==> src/rtl/adc_scan_sequencer_if.sv <==
`timescale 1ns/1ps
// ADC bus shared between the scan sequencer and the serial ADC front end:
// channel select going out, conversion strobe and result coming back.
interface adc_scan_sequencer_if #(
    parameter int NCH = 8
);
    logic [$clog2(NCH)-1:0] chan;
    logic                   adc_convst;
    logic [11:0]            adc_result;

    // Sequencer side: drives the channel select, watches strobe and result.
    modport master (
        output chan,
        input  adc_convst,
        input  adc_result
    );

    // ADC side: consumes the channel select, produces strobe and result.
    modport slave (
        input  chan,
        output adc_convst,
        output adc_result
    );
endinterface

==> src/rtl/adc_scan_sequencer.sv <==
`timescale 1ns/1ps
// Round-robin ADC scan sequencer. Walks the enabled channels one per ADC
// frame, tags each returned result with the channel that was programmed
// PIPE frames earlier, and publishes tagged samples as a strobe stream plus
// a per-channel hold bank.
//
// Sample stream semantics: sample_valid is a one-cycle strobe with no ready
// signal; sample_chan/sample_data/scan_done are meaningful only in that
// cycle, and the consumer must take every strobe (at most one per frame).
module adc_scan_sequencer #(
    parameter int NCH  = 8,
    parameter int PIPE = 2
) (
    input  logic                   CLOCK_50,
    input  logic                   reset,
    input  logic [NCH-1:0]         chan_en,
    adc_scan_sequencer_if.master   adc,
    output logic                   sample_valid,
    output logic [$clog2(NCH)-1:0] sample_chan,
    output logic [11:0]            sample_data,
    output logic                   scan_done,
    input  logic [$clog2(NCH)-1:0] rd_chan,
    output logic [11:0]            rd_data,
    output logic                   rd_fresh,
    output logic                   state_dbg
);
    localparam int CW = $clog2(NCH);

    typedef enum logic {IDLE = 1'b0, RUN = 1'b1} state_t;

    state_t          state_q, state_d;
    logic            cs_s1, cs_s2, cs_d;
    logic            evt;
    logic [CW-1:0]   chan_q, chan_nxt;
    logic [CW:0]     cand;
    logic [PIPE-1:0] tag_v;
    logic [CW-1:0]   tag_c [PIPE];
    logic [CW-1:0]   top_idx;
    logic            any_en;
    logic            pop_v;
    logic [CW-1:0]   pop_c;
    logic [11:0]     bank [NCH];
    logic [NCH-1:0]  fresh;

    // Two-flop synchronizer for the strobe plus a delayed copy for edge detect.
    always_ff @(posedge CLOCK_50 or posedge reset) begin
        if (reset) begin
            cs_s1 <= 1'b0;
            cs_s2 <= 1'b0;
            cs_d  <= 1'b0;
        end else begin
            cs_s1 <= adc.adc_convst;
            cs_s2 <= cs_s1;
            cs_d  <= cs_s2;
        end
    end

    // Frame boundary: rising edge of the synchronized strobe.
    assign evt = cs_s2 & ~cs_d;

    // Highest enabled index, used to recognise the sample closing a sweep.
    always_comb begin
        top_idx = '0;
        any_en  = 1'b0;
        for (int j = 0; j < NCH; j++) begin
            if (chan_en[j]) begin
                top_idx = CW'(j);
                any_en  = 1'b1;
            end
        end
    end

    // State register: IDLE/RUN, re-evaluated only at frame boundaries.
    always_ff @(posedge CLOCK_50 or posedge reset) begin
        if (reset) begin
            state_q <= IDLE;
        end else begin
            state_q <= state_d;
        end
    end

    // Next state: the mask seen at this boundary decides the state of the
    // frame that starts here, so the first frame after enabling is tagged.
    always_comb begin
        state_d = state_q;
        if (evt) begin
            state_d = any_en ? RUN : IDLE;
        end
    end

    // Next channel: first enabled index after chan_q, wrapping modulo NCH.
    // Scanning from the far end lets the nearest hit win; offset NCH is
    // chan_q itself, so a lone enabled current channel stays put.
    always_comb begin
        chan_nxt = chan_q;
        cand     = '0;
        for (int i = NCH; i >= 1; i--) begin
            cand = {1'b0, chan_q} + (CW+1)'(i);
            if (cand >= (CW+1)'(NCH)) begin
                cand = cand - (CW+1)'(NCH);
            end
            if (chan_en[cand[CW-1:0]]) begin
                chan_nxt = cand[CW-1:0];
            end
        end
    end

    assign pop_v = tag_v[PIPE-1];
    assign pop_c = tag_c[PIPE-1];

    // Channel select and tag pipeline, both advancing once per frame.
    always_ff @(posedge CLOCK_50 or posedge reset) begin
        if (reset) begin
            chan_q <= '0;
            tag_v  <= '0;
            for (int j = 0; j < PIPE; j++) begin
                tag_c[j] <= '0;
            end
        end else if (evt) begin
            for (int j = PIPE - 1; j > 0; j--) begin
                tag_v[j] <= tag_v[j-1];
                tag_c[j] <= tag_c[j-1];
            end
            tag_v[0] <= (state_d == RUN);
            tag_c[0] <= chan_q;
            if (state_d == RUN) begin
                chan_q <= chan_nxt;
            end
        end
    end

    // Sample strobe and hold bank: capture the result for the popped tag.
    always_ff @(posedge CLOCK_50 or posedge reset) begin
        if (reset) begin
            sample_valid <= 1'b0;
            sample_chan  <= '0;
            sample_data  <= '0;
            scan_done    <= 1'b0;
            fresh        <= '0;
            for (int j = 0; j < NCH; j++) begin
                bank[j] <= '0;
            end
        end else begin
            sample_valid <= 1'b0;
            scan_done    <= 1'b0;
            if (evt && pop_v) begin
                sample_valid <= 1'b1;
                sample_chan  <= pop_c;
                sample_data  <= adc.adc_result;
                scan_done    <= any_en && (pop_c == top_idx);
                bank[pop_c]  <= adc.adc_result;
                fresh[pop_c] <= 1'b1;
            end
        end
    end

    assign adc.chan  = chan_q;
    assign rd_data   = bank[rd_chan];
    assign rd_fresh  = fresh[rd_chan];
    assign state_dbg = (state_q == RUN);

endmodule

==> src/flat_wrapper.sv <==
// flat-port wrapper written by rule: the top's interface ports become plain ports
module adc_scan_sequencer_flat 
#(
    parameter int NCH  = 8,
    parameter int PIPE = 2
)
  (CLOCK_50, reset, chan_en, sample_valid, sample_chan, sample_data, scan_done, rd_chan, rd_data, rd_fresh, state_dbg, adc_chan, adc_adc_convst, adc_adc_result);
  adc_scan_sequencer_if #(.NCH(NCH)) adc_i ();
  input  logic CLOCK_50;
  input  logic reset;
  input  logic [NCH-1:0] chan_en;
  output logic sample_valid;
  output logic [$clog2(NCH)-1:0] sample_chan;
  output logic [11:0] sample_data;
  output logic scan_done;
  input  logic [$clog2(NCH)-1:0] rd_chan;
  output logic [11:0] rd_data;
  output logic rd_fresh;
  output logic state_dbg;
  output wire logic [$bits(adc_i.chan)-1:0] adc_chan;
  input wire logic [$bits(adc_i.adc_convst)-1:0] adc_adc_convst;
  input wire logic [$bits(adc_i.adc_result)-1:0] adc_adc_result;
  assign adc_chan = adc_i.chan;
  assign adc_i.adc_convst = adc_adc_convst;
  assign adc_i.adc_result = adc_adc_result;
  adc_scan_sequencer #(.NCH(NCH), .PIPE(PIPE)) u_core (.CLOCK_50(CLOCK_50), .reset(reset), .chan_en(chan_en), .adc(adc_i), .sample_valid(sample_valid), .sample_chan(sample_chan), .sample_data(sample_data), .scan_done(scan_done), .rd_chan(rd_chan), .rd_data(rd_data), .rd_fresh(rd_fresh), .state_dbg(state_dbg));
endmodule
==> config.mk <==
export PLATFORM = sky130hd
export DESIGN_NAME = adc_scan_sequencer_flat
export DESIGN_NICKNAME = d
export VERILOG_FILES = /design/src/rtl/adc_scan_sequencer_if.sv /design/src/rtl/adc_scan_sequencer.sv /design/src/flat_wrapper.sv
export SDC_FILE = /design/constraint.sdc
export NUM_CORES = 1
export LEC_CHECK = 0
export ABC_AREA = 1
export CORE_MARGIN = 2
export CORE_UTILIZATION = 30
export CTS_BUF_LIST = sky130_fd_sc_hd__clkbuf_4 sky130_fd_sc_hd__clkbuf_8
export DETAILED_ROUTE_END_ITERATION = 10
export DONT_BUFFER_PORTS = 1
export HOLD_SLACK_MARGIN = 0.12
export REMOVE_ABC_BUFFERS = 1
export SYNTH_ARGS = -nofsm -noshare
export SYNTH_HDL_FRONTEND = slang
export SYNTH_SLANG_ARGS = --single-unit
==> constraint.sdc <==
create_clock -name CLOCK_50 -period 6.55 [get_ports CLOCK_50]
set_clock_uncertainty 0.1 [all_clocks]
set_input_delay 1.31 -clock CLOCK_50 [delete_from_list [all_inputs] [get_ports CLOCK_50]]
set_output_delay 1.31 -clock CLOCK_50 [all_outputs]
set_load 0.01 [all_outputs]
==> results of run 1 <==
==> final cells by class <==
cell class	count	area, sq um
multi-input combinational	547	2700
clock buffer	21	283
fill	2281	14500
timing repair buffer	1	7.51
inverter	61	241
tap	280	350
sequential	136	3400
clock inverter	11	161
==> cell families (layout without fill, tap and decap cells) <==
group           Yosys count  count (layout)  share of synthesized area
xor+xnor                  4               4                    0.00649
fa+ha+maj                 2               2                    0.00382
compound gates          210             210                      0.175
simple gates            331             331                      0.226
flops                   136             136                      0.519
buf+inv                 102              94                     0.0693
==> flip-flops by register name, indices dropped and copies added, names as in the netlist, 2 cells and up <==
signal / cells
u_core.tag_v: 2
u_core.pop_c: 3
u_core.bank: 96
u_core.fresh: 8
u_core.sample_data: 12
u_core.sample_chan: 3
u_core.adc.chan: 3
u_core.tag_c: 3
==> through the flow <==
stage | setup slack [ns] | utilization | cell area [sq um] | hold WS (ns) | std cells
2_1_floorplan | 1.50 | - | 6340 | 0.231 | 744
3_3_place_gp | 2.20 | 0.310 | 6700 | 0.237 | 1025
3_5_place_dp | 2.20 | 0.310 | 6700 | 0.239 | 1025
4_1_cts | 2.19 | 0.330 | 7140 | 0.260 | 1057
5_1_grt | 2.00 | 0.330 | 7140 | 0.275 | 1057
6_report | 2.20 | 0.330 | 7140 | 0.256 | 1057
==> power groups by stage <==
stage / Clock (mW) / Sequential [mW] / Combinational (mW)
floorplan: 0 / 1.34 / 0.832
global placement: 0 / 1.39 / 0.983
detailed placement: 0 / 1.40 / 1.00
CTS: 0.790 / 1.39 / 1.01
global route: 0.824 / 1.43 / 1.18
finish: 0.775 / 1.38 / 0.996
==> Yosys cell counts, drive strengths merged <==
cell type	instances	share of area
nor3	2	0.0023
a31oi	13	0.012
o211ai	12	0.014
o22ai	12	0.011
nand4	1	0.00095
nor4	1	0.00095
buf	22	0.022
a221oi	1	0.0013
nand2	196	0.12
dfrtp	136	0.52
o21bai	1	0.0029
xor2	2	0.0027
nand3b	1	0.0011
nand3	35	0.033
ha	2	0.0038
a21oi	21	0.018
or2	3	0.0029
and2	1	0.00095
clkbuf	19	0.011
inv	61	0.036
o21ai	150	0.12
xnor2	2	0.0038
nor2	91	0.066
==> metal layers <==
layer	vias to the layer above	wire length [microns]	track usage
met1	2354	7410	0.191
met4	0	187	0.0432
met3	14	944	0.0485
met2	101	7540	0.233
met5	-	0	0
li1	2537	-	-
==> worst paths after layout <==
path,to,slack [ns]
setup reg to reg,u_core.adc.chan[1],3.87
hold reg to reg,u_core.cs_s2,0.26
setup / recovery,rd_data[9],2.20
max in group asynchronous,u_core.bank[2],4.30
hold / removal,u_core.cs_s2,0.26
min in group asynchronous,u_core.state_dbg,0.66
==> critical path: cells and delay by family <==
kind            cells  cell delay [ns]
compound gates      3             0.70
buf+inv             1             0.84
simple gates        1             0.06
==> reports/metrics.cfg, run 1 <==
[worst_setup_path]
start_kind = input pin
r2r_cells = 14
end_kind = primary output
cp_slowest_cell = inv_1
worstPathCellList = inv_1 -> o21ai_0 -> o22ai_1 -> nor2_1 -> a31oi_1
worstSetupPathType = input pin to primary output
required_ns = 5.14
regToRegStartpoint = u_core.adc.chan[1]
crit_arrival_ns = 2.94
critPathMaxStageDelay_ns = 0.84
crit_start = rd_chan[0]
cp_max_fo = 66

[min_path]
holdPathStages = 0
hold_path.startpoint = u_core.cs_s1
hold_class = flop to flop

[clock_network]
holdBufCountCts = 0
cts_max_level = 4
post_cts_resized = 0
post-cts-setup-buffers = 0
cts-root-buf = clkbuf_8
clock_latency_ns = 0.46
clock_path_buffers = 2
numCtsBuffers = 17
cts.clk_slew.worst_paths_ns = 0.08
cts_tree = yes
clock-sinks = 136

[power_and_ir_drop]
p_total_mw = 3.16
switchingPower_mw = 1.20
p_sw_frac = 0.380
ir_drop_mv = 0.274
p_clk_frac = 0.245
combPwrFrac = 0.316
leakagePower_nw = 3.36
seqPwrFrac = 0.439
power_density_nw_per_um2 = 442
internal_power_mw = 1.96

[grt]
antenna_found_initial = 0
grt_max_degree = 73
grt_first_pass_wirelength_microns = 27000
gr-total-overflow = 0
gr-usage-all-layers = 0.147
grt_pass1_vias = 5009

[yosys]
synth.distinct_cells = 41
synth.yosys.seq_area_share = 0.519
synth_cells = 785
yosys_warnings = 0
ys_ff_latch = 136
netlist_area_sq_um = 6560
syn-mean-instance-area_sq_um = 8.35

[floorplanning]
start_util = 0.303
ios = 60
die_x_microns = 152
die_area_sq_um = 23000
die_h_microns = 152
core_area_sq_um = 21600
rows = 54

[final_layout]
final_common_cell = nand2_1
fin_nets = 792
mostFrequentLayoutCells = 184 x nand2_1, 136 x dfrtp_1, 113 x o21ai_0, 84 x nor2_1, 51 x inv_1
antenna_cells = 0
area_growth_pct = 8.99
drive_gt1_frac = 0.103

[route]
drc_errors = 0
final_antenna_net_count = 0
firstDrtPassIters = 4
num_vias = 5006
routed_wl_microns = 16100
wl_per_cell_microns = 15.2
drtIter0Drc = 297
drt-vias-per-instance = 4.74

[placed_design]
gp_congestion = 0.856
hpwl_microns = 9840
port_buffers = 0

[sta]
worst_pin_slew_ns = 1.16
slew_violations = 0
max_freq_mhz = 230
finalHoldViolations = 0
slew_headroom = 0.224
rsz0062_at_grt = no
min_period_ns = 4.35
finalSetupViolCount = 0
fin_tns_setup_ns = 0
finalCritPeriodShare = 0.665

[flow_run]
cap_violations = 0

[status]
status = finished clean

Note: power is estimated with default switching activity, not from simulation.
==> run 2, diff against run 1 <==
==> constraint.sdc (replaced) <==
create_clock -name CLOCK_50 -period 3.95 [get_ports CLOCK_50]
set_clock_uncertainty 0.1 [all_clocks]
set_input_delay 0.79 -clock CLOCK_50 [delete_from_list [all_inputs] [get_ports CLOCK_50]]
set_output_delay 0.79 -clock CLOCK_50 [all_outputs]
set_load 0.01 [all_outputs]
==> reports/metrics.cfg, run 2 (synthesized netlist as in run 1, its figures left out) <==
[sta]
final.setup.worst_slack_ns = 1.02  ; was 2.20 ns
worst_pin_slew_ns = 0.913  ; was 1.16 ns
slew_violations = 0  ; unchanged
min_period_ns = 2.93
finalCritPeriodShare = 0.743
finalSetupViolCount = 0  ; unchanged
finalHoldViolations = 0  ; unchanged
max_freq_mhz = 341
fin_tns_setup_ns = 0  ; unchanged
slew_headroom = 0.392  ; was 0.224
rsz0062_at_grt = no  ; unchanged

[grt]
gr-usage-all-layers = 0.147  ; about the same
grt_max_degree = 100  ; was 73
antenna_found_initial = 0  ; unchanged
grt_first_pass_wirelength_microns = 27400  ; was 27000 microns
grt_pass1_vias = 5089  ; was 5009
gr-total-overflow = 0  ; unchanged

[clock_network]
clock-sinks = 136  ; unchanged
post-cts-setup-buffers = 0  ; unchanged
cts-root-buf = clkbuf_8  ; unchanged
cts.clk_slew.worst_paths_ns = 0.08  ; about the same
clock_latency_ns = 0.46  ; about the same
cts_max_level = 4  ; unchanged
post_cts_resized = 0  ; unchanged
numCtsBuffers = 17  ; unchanged
holdBufCountCts = 0  ; unchanged
clock_path_buffers = 2  ; unchanged
cts_tree = yes  ; unchanged

[floorplanning]
start_util = 0.303  ; unchanged
die_area_sq_um = 23000  ; unchanged
core_area_sq_um = 21600  ; unchanged
rows = 54  ; unchanged
ios = 60  ; unchanged
die_h_microns = 152  ; unchanged
die_x_microns = 152  ; unchanged

[power_and_ir_drop]
leakagePower_nw = 3.35  ; was 3.36 nW
internal_power_mw = 3.21  ; was 1.96 mW
p_total_mw = 5.19  ; was 3.16 mW
combPwrFrac = 0.321  ; was 0.316
ir_drop_mv = 0.443  ; was 0.274 mV
switchingPower_mw = 1.98  ; was 1.20 mW
p_clk_frac = 0.236  ; was 0.245
p_sw_frac = 0.382  ; was 0.380
seqPwrFrac = 0.443  ; was 0.439
power_density_nw_per_um2 = 726  ; was 442 nW/um^2

[route]
routed_wl_microns = 16200  ; was 16100 microns
drc_errors = 0  ; unchanged
drtIter0Drc = 266  ; was 297
final_antenna_net_count = 0  ; unchanged
drt-vias-per-instance = 4.80  ; was 4.74
firstDrtPassIters = 4  ; unchanged
num_vias = 5084  ; was 5006
wl_per_cell_microns = 15.3  ; was 15.2 microns

[final_layout]
fin_util = 0.331  ; was 0.330
area_growth_pct = 9.10  ; was 8.99%
largest-register = u_core.bank  ; unchanged
largest_reg_flops = 96  ; unchanged
antenna_cells = 0  ; unchanged
design_area_sq_um = 7150  ; was 7140 sq um
mostFrequentLayoutCells = 184 x nand2_1, 136 x dfrtp_1, 113 x o21ai_0, 84 x nor2_1, 51 x inv_1  ; unchanged
fin_nets = 794  ; was 792
drive_gt1_frac = 0.105  ; was 0.103
final_common_cell = nand2_1  ; unchanged
reg.largest.list = u_core.bank: 96 flops, u_core.sample_data: 12 flops, u_core.fresh: 8 flops  ; unchanged

[worst_setup_path]
cp_max_fo = 66  ; unchanged
start_kind = input pin  ; unchanged
required_ns = 3.06  ; was 5.14 ns
worstSetupPathType = input pin to primary output  ; unchanged
end_kind = primary output  ; unchanged
crit_arrival_ns = 2.04  ; was 2.94 ns

[placed_design]
postPlaceCellArea_sq_um = 6730  ; was 6700 sq um
gp_congestion = 0.862  ; was 0.856
hpwl_microns = 10100  ; was 9840 microns
port_buffers = 0  ; unchanged
dp_slack_ns = 1.04  ; was 2.20 ns

[flow_run]
cap_violations = 0  ; unchanged

[status]
status = finished clean  ; unchanged

[min_path]
hold_class = input pin to flop  ; was flop to flop

-- run 2: changes by cell type in the layout (fill, tap and decap cells not counted), sizes merged --
cell,change
buf,+2
clkbuf,-2
clkinv,-1
clkinvlp,+3
-- run 2: through the flow --
stage | hold WS [ns] | std cells
floorplan | 0.231 | 744
global placement | 0.236 | 1027
detailed placement | 0.250 | 1027
CTS | 0.222 | 1059
global route | 0.214 | 1059
finish | 0.250 | 1059
-- run 2: power groups by stage --
stage | clock (mW) | combinational (mW) | sequential, mW
after CTS | 1.26 | 1.68 | 2.30
after global placement | 0 | 1.63 | 2.31
after floorplan | 0 | 1.38 | 2.22
final | 1.22 | 1.67 | 2.30
after detailed placement | 0 | 1.68 | 2.32
after global routing | 1.32 | 1.98 | 2.37
-- run 2: worst max-delay path, stage by stage --
cell	delay [ns]
inv_1	0.36
buf_12	0.23
o21ai_0	0.09
o22ai_1	0.14
nor2_1	0.06
a31oi_1	0.35
-- run 2: final timing paths --
path / endpoint / from / slack, ns / cells after the start
max: rd_data[0] / rd_chan[0] / 1.02 / 6
min: u_core.cs_s1 / adc_adc_convst / 0.25 / 0
max reg2reg: u_core.adc.chan[2] / u_core.adc.chan[1] / 1.27 / 12
min reg2reg: u_core.cs_s2 / u_core.cs_s1 / 0.27 / 0
max in group asynchronous: u_core.bank[2] / reset / 2.57 / 2
min in group asynchronous: u_core.cs_s1 / reset / 0.26 / 1
-- run 2: area by class of cell --
cell class	count	area [sq um]
fill	2308	14500
sequential	136	3400
multi-input combinational	547	2700
tap	280	350
clock buffer	19	255
inverter	61	241
clock inverter	13	169
timing repair buffer	3	35.0
-- run 2: per-layer routing --
layer | global-route usage | wire, microns | vias up
met5 | 0 | 0 | -
met4 | 0.0365 | 157 | 0
met3 | 0.0488 | 960 | 13
met2 | 0.245 | 7800 | 100
met1 | 0.186 | 7270 | 2426
li1 | - | - | 2545
